## config.mk

```make
export PLATFORM = sky130hd
export DESIGN_NAME = dla_demux_n
export DESIGN_NICKNAME = d
export VERILOG_FILES = /design/src/rtl/dla_demux_n.sv
export SDC_FILE = /design/constraint.sdc
export NUM_CORES = 1
export LEC_CHECK = 0
export BUFFER_PORTS_ARGS = -buffer_cell sky130_fd_sc_hd__buf_2
export CAP_MARGIN = 20
export CORE_MARGIN = 2
export CORE_UTILIZATION = 34
export CTS_CLUSTER_DIAMETER = 120
export DETAILED_ROUTE_END_ITERATION = 12
export MAX_ROUTING_LAYER = met4
export REMOVE_ABC_BUFFERS = 1
export SLEW_MARGIN = 0
export SYNTH_ARGS = -nofsm -noshare
export SYNTH_HDL_FRONTEND = slang
export SYNTH_SLANG_ARGS = --single-unit
export TNS_END_PERCENT = 1
```

## constraint.sdc

```tcl
create_clock -name clk_dla -period 2.2 [get_ports clk_dla]
set_clock_uncertainty 0.05 [all_clocks]
set_input_delay 0.44 -clock clk_dla [delete_from_list [all_inputs] [get_ports clk_dla]]
set_output_delay 0.44 -clock clk_dla [all_outputs]
set_load 0.03 [all_outputs]
```

## src/rtl/dla_demux_n.sv

```systemverilog
// Config-driven 1:NUM_OUTPUTS stream demux with a single registered output stage.
// Define DLA_DEMUX_N_BROADCAST_EN to treat the all-ones select as a broadcast to every output.
module dla_demux_n #(
  parameter int CONFIG_WIDTH = 32,
  parameter int DATA_WIDTH   = 32,
  parameter int NUM_OUTPUTS  = 4,
  parameter int SEL_WIDTH    = $clog2(NUM_OUTPUTS) + 1,
  parameter int COUNT_WIDTH  = 16
) (
  input  logic                    clk_dla,
  input  logic                    i_areset,
  input  logic [CONFIG_WIDTH-1:0] i_config_data,
  input  logic                    i_config_valid,
  output logic                    o_config_ready,
  input  logic                    i_valid,
  output logic                    o_ready,
  input  logic [DATA_WIDTH-1:0]   i_data,
  input  logic                    i_transmitter_done,
  input  logic [NUM_OUTPUTS-1:0]  i_ready,
  output logic [NUM_OUTPUTS-1:0]  o_valid,
  output logic [DATA_WIDTH-1:0]   o_data,
  output logic                    o_active,
  output logic                    o_sel_error
);

  typedef enum logic [1:0] {CFG_SEL, CFG_CNT, ACTIVE} state_t;

  state_t                   state_q, state_d;
  logic [2:0]               rst_sync;
  logic                     rst;
  logic [SEL_WIDTH-1:0]     sel_q;
  logic [COUNT_WIDTH-1:0]   cnt_q;
  logic [COUNT_WIDTH-1:0]   beats_q;
  logic                     sel_err_q;
  logic [NUM_OUTPUTS-1:0]   valid_q;
  logic [DATA_WIDTH-1:0]    data_q;
  logic [NUM_OUTPUTS-1:0]   load_mask;
  logic                     active;
  logic                     sel_bad;
  logic                     reg_free;
  logic                     cfg_take;
  logic                     beat_take;
  logic                     last_beat;
  logic                     unused_cfg;

  function automatic logic sel_out_of_range(input logic [SEL_WIDTH-1:0] s);
`ifdef DLA_DEMUX_N_BROADCAST_EN
    return (s >= SEL_WIDTH'(NUM_OUTPUTS)) && (s != {SEL_WIDTH{1'b1}});
`else
    return s >= SEL_WIDTH'(NUM_OUTPUTS);
`endif
  endfunction

  // Reset asserts asynchronously and releases only after three clean clock edges.
  always_ff @(posedge clk_dla or posedge i_areset) begin
    if (i_areset) rst_sync <= '1;
    else          rst_sync <= {rst_sync[1:0], 1'b0};
  end
  assign rst = rst_sync[2];

  assign active         = (state_q == ACTIVE);
  assign sel_bad        = sel_out_of_range(sel_q);
  assign reg_free       = ~|(valid_q & ~i_ready);
  assign o_ready        = active & (sel_bad | reg_free);
  assign o_config_ready = ~active & ~rst;
  assign cfg_take       = i_config_valid & o_config_ready;
  assign beat_take      = i_valid & o_ready;
  assign last_beat      = beat_take && (cnt_q != '0) && (beats_q == cnt_q - COUNT_WIDTH'(1));
  assign unused_cfg     = ^i_config_data;

  always_comb begin
    load_mask = '0;
    for (int i = 0; i < NUM_OUTPUTS; i++) begin
      load_mask[i] = (sel_q == SEL_WIDTH'(i));
    end
`ifdef DLA_DEMUX_N_BROADCAST_EN
    if (sel_q == {SEL_WIDTH{1'b1}}) load_mask = '1;
`endif
  end

  always_comb begin
    state_d = state_q;
    case (state_q)
      CFG_SEL: if (cfg_take) state_d = CFG_CNT;
      CFG_CNT: if (cfg_take) state_d = ACTIVE;
      ACTIVE:  if (last_beat || i_transmitter_done) state_d = CFG_SEL;
      default: state_d = CFG_SEL;
    endcase
  end

  // NOTE: state uses non-blocking assignments so every register samples pre-edge values.
  always_ff @(posedge clk_dla or posedge rst) begin
    if (rst) state_q <= CFG_SEL;
    else     state_q <= state_d;
  end

  // NOTE: the payload register is reset too, so o_data reads 0 rather than stale data after reset.
  always_ff @(posedge clk_dla or posedge rst) begin
    if (rst) begin
      sel_q     <= '0;
      cnt_q     <= '0;
      beats_q   <= '0;
      sel_err_q <= 1'b0;
      valid_q   <= '0;
      data_q    <= '0;
    end else begin
      if (cfg_take && state_q == CFG_SEL) begin
        sel_q <= i_config_data[SEL_WIDTH-1:0];
        if (sel_out_of_range(i_config_data[SEL_WIDTH-1:0])) sel_err_q <= 1'b1;
      end
      if (cfg_take && state_q == CFG_CNT) begin
        cnt_q   <= i_config_data[COUNT_WIDTH-1:0];
        beats_q <= '0;
      end
      if (beat_take) beats_q <= beats_q + COUNT_WIDTH'(1);

      // Sunk selects still advance the beat count but never touch the output register.
      if (beat_take && !sel_bad) begin
        valid_q <= load_mask;
        data_q  <= i_data;
      end else begin
`ifdef DLA_DEMUX_N_BROADCAST_EN
        valid_q <= valid_q & ~i_ready;
`else
        if (reg_free) valid_q <= '0;
`endif
      end
    end
  end

  assign o_valid     = valid_q;
  assign o_data      = data_q;
  assign o_active    = active;
  assign o_sel_error = sel_err_q;

endmodule

```

==> impl_metrics.csv <==
group,metric,value,unit
sta,hold_violations,0,
worst_hold_path,hold_class,"in2async",
die,initial_core_util,34.76,%
sta,fin_crit_sh,100.9,%
drt,drt_iter0_drc,103,
sta,final_max_slew_viol_count,0,
global_routing,grtUsageTotal,16.54,%
die,die_h,109.0,µm
logic_synthesis,yosysTopAreaCell,"dfrtp_1",
finish,drive_above_1_share,45.96,%
placement,place_area,0.004562,mm²
drt,firstDrtPassIters,4,
logic_synthesis,synth.avg_cell_area,11.61,µm²
global_routing,grt_max_degree,75,
logic_synthesis,ys_seq_area_share,51.47,%
die,core,0.01079,mm²
worst_setup_path,critPathKind,"reg2reg",
sta,finalCriticalPeriod,2.220,ns
clocking,cts_made_buffers,9,
clocking,htree_levels,3,
sta,fin_ws,-0.01951,ns
pwr,ir_drop,0.0007389,V
worst_setup_path,reg2reg_to,"state_q[1]",
finish,syn_to_final_growth,26.98,%
placement,portBuffers,96,
finish,antenna_cells,0,
sta,tightest_slew,0.9107,ns
flow_run,maxCapViolCount,0,
drt,viasPerCell,5.027,
drt,ant_nets,0,
sta,hold_slack,0.07387,ns
clocking,cts_root_buffer,"clkbuf_8",
outcome,outcome,"finished, violations left",
drt,drc,0,
clocking,clock_latency,0.36,ns
logic_synthesis,ys_top_cells_by_area,"dfrtp_1, mux2_2, nand2_1",
global_routing,antenna_found_initial,0,
placement,gp_congestion,0.7988,
worst_setup_path,crit_end,"state_q[1]",
die,num_rows,38,
pwr,p_leak,0.002269,µW
pwr,cellPowerDensity,1229,mW/mm²
finish,final_cell_mix,"buf_2, dfrtp_1, mux2_2, nand2_1, buf_4",
drt,wl_per_cell,15.01,µm
clocking,clock_sinks,77,
global_routing,grt_pass1_vias,3046,
finish,nets,519,
logic_synthesis,ys_types,53,
worst_setup_path,path_max_fanout,10,
sta,rsz0062_at_grt,"true",
drt,num_vias,2946,
die,dieWidth,109.0,µm
logic_synthesis,ys_ff_latch,77,
logic_synthesis,syn_area,0.003751,mm²
worst_setup_path,cp-start-kind,"flop",
clocking,clockBufferDepth,2,
finish,fillers,1045,
drt,totalWireLength,8798,µm
finish,utilization,44.13,%
die,io_pins,113,
logic_synthesis,synth_top_area_share,49.37,%
sta,fmax,450.6,MHz
clocking,cts_tree,"built",
worst_setup_path,startpoint,"cnt_q[2]",
logic_synthesis,synth_cells,323,
logic_synthesis,synth_flop_cell,"dfrtp_1",
finish,final_common_cell,"buf_2",
logic_synthesis,synth_warnings,0,
worst_setup_path,worstReg2RegStart,"cnt_q[2]",
global_routing,overflow,0,
worst_setup_path,reg2regPathDepth,6,
die,dieArea,0.01189,mm²
sta,setup-tns-final,-0.01951,ns
worst_setup_path,r2r_slack,-0.02,ns
logic_synthesis,synth_edf_count,0,
placement,hpwlAfterDp,6466,µm
sta,maxSlewHeadroom,39.28,%
placement,place_ws,-0.002635,ns
worst_setup_path,worstPathRequired,2.38,ns
logic_synthesis,synth-async-reset-ratio,100.0,%
clocking,clkTransAtPathRegs,0.08,ns
global_routing,grt_pass1_wl,14550,µm
worst_setup_path,cp.arrival,2.40,ns
worst_setup_path,crit_path_end_kind,"flop",
outcome,violations,"negative setup slack",
sta,setup_viol,1,
finish,stdcell_area,0.004763,mm²
[worst max-delay path, stage by stage (launching register included)]
cell     delay (ns)
dfrtp_1        0.41
nor4_4         0.34
buf_4          0.23
a31oi_1        0.10
or4_4          0.52
nor4b_4        0.29
a32oi_2        0.15
[through the flow]
step	power, µW	instances
after floorplan	3965	310
after global placement	4815	572
after detailed placement	4887	572
after CTS	5856	586
after global routing	6244	586
final	5854	586
[what timing repair did]
action                     in CTS  in global routing
setup endpoints to repair       0                  1
resized for setup               0                  7
setup buffers                   0                  1
hold buffers                    0                  0
[cell usage after synthesis (2+ instances only)]
library cell	count
a2111oi_0	2
and3_1	7
buf_1	2
buf_2	4
clkbuf_1	6
dfrtp_1	74
dfstp_2	3
ha_1	3
inv_1	7
mux2_2	51
mux2i_1	5
nand2_1	32
nand3_1	14
nand4_1	7
nor2_1	13
nor2b_1	3
nor2b_4	2
nor3_1	4
nor3b_1	2
nor4_4	2
o211ai_1	3
o21ai_0	16
o31ai_1	4
o41ai_1	2
or2_2	2
or4_1	3
xnor2_1	12
xor2_1	13
[registers in the layout, summed over array words and instances (netlist names)]
| register | count |
|---|---|
| o_valid | 4 |
| o_sel_error | 1 |
| cnt_q | 16 |
| beats_q | 16 |
| rst_sync | 3 |
| o_data | 32 |
| state_q | 2 |
| sel_q | 3 |
[per-layer routing]
layer	track usage, %	vias up	part of all wire, %
li1	-	1392	-
met1	20.17	1429	44
met2	25.82	107	47
met3	3.467	18	5.7
met4	8.700	0	2.9
met5	-	-	0
[where the power goes]
part | leakage [µW] | switching [µW] | internal (µW)
logic | 0.00121 | 1480 | 1130
registers | 0.000974 | 398 | 1910
clock network | 0.0000840 | 511 | 425
total | 0.00227 | 2390 | 3460
[logic make-up (layout without fill, tap and decap cells)]
logic type                 Yosys count  in the layout  share of synthesized area [%]
AOI/OAI and AO/OA                   39             39                          7.205
xor gates and xnor gates            25             25                          5.837
adders and majority gates            3              3                          1.001
buffers and inverters               20            143                          2.235
DFF                                 77             77                          51.47
muxes                               56             56                          16.64
other                                1              1                        0.09997
and+or+nand+nor                    102            102                          15.51
[worst min path at each step]
stage / to / slack [ns] / cells after the start
after floorplan: rst_sync[1] / 0.30 / 0
after global placement: rst_sync[1] / 0.30 / 0
after detailed placement: rst_sync[2] / 0.30 / 0
after CTS: rst_sync[0] / 0.06 / 2
after global routing: rst_sync[2] / 0.08 / 2
final: rst_sync[0] / 0.07 / 2
[final cells by class]
class / instances / area, µm² / share of cell area (%)
multi-input combinational: 226 / 1779 / 37.35
tap: 140 / 175.2 / 3.677
clock inverter: 4 / 26.28 / 0.5516
inverter: 7 / 26.28 / 0.5516
timing repair buffer: 122 / 688.2 / 14.45
sequential: 77 / 1931 / 40.53
clock buffer: 10 / 137.6 / 2.889
No activity file was read; power rests on OpenSTA's default activity.
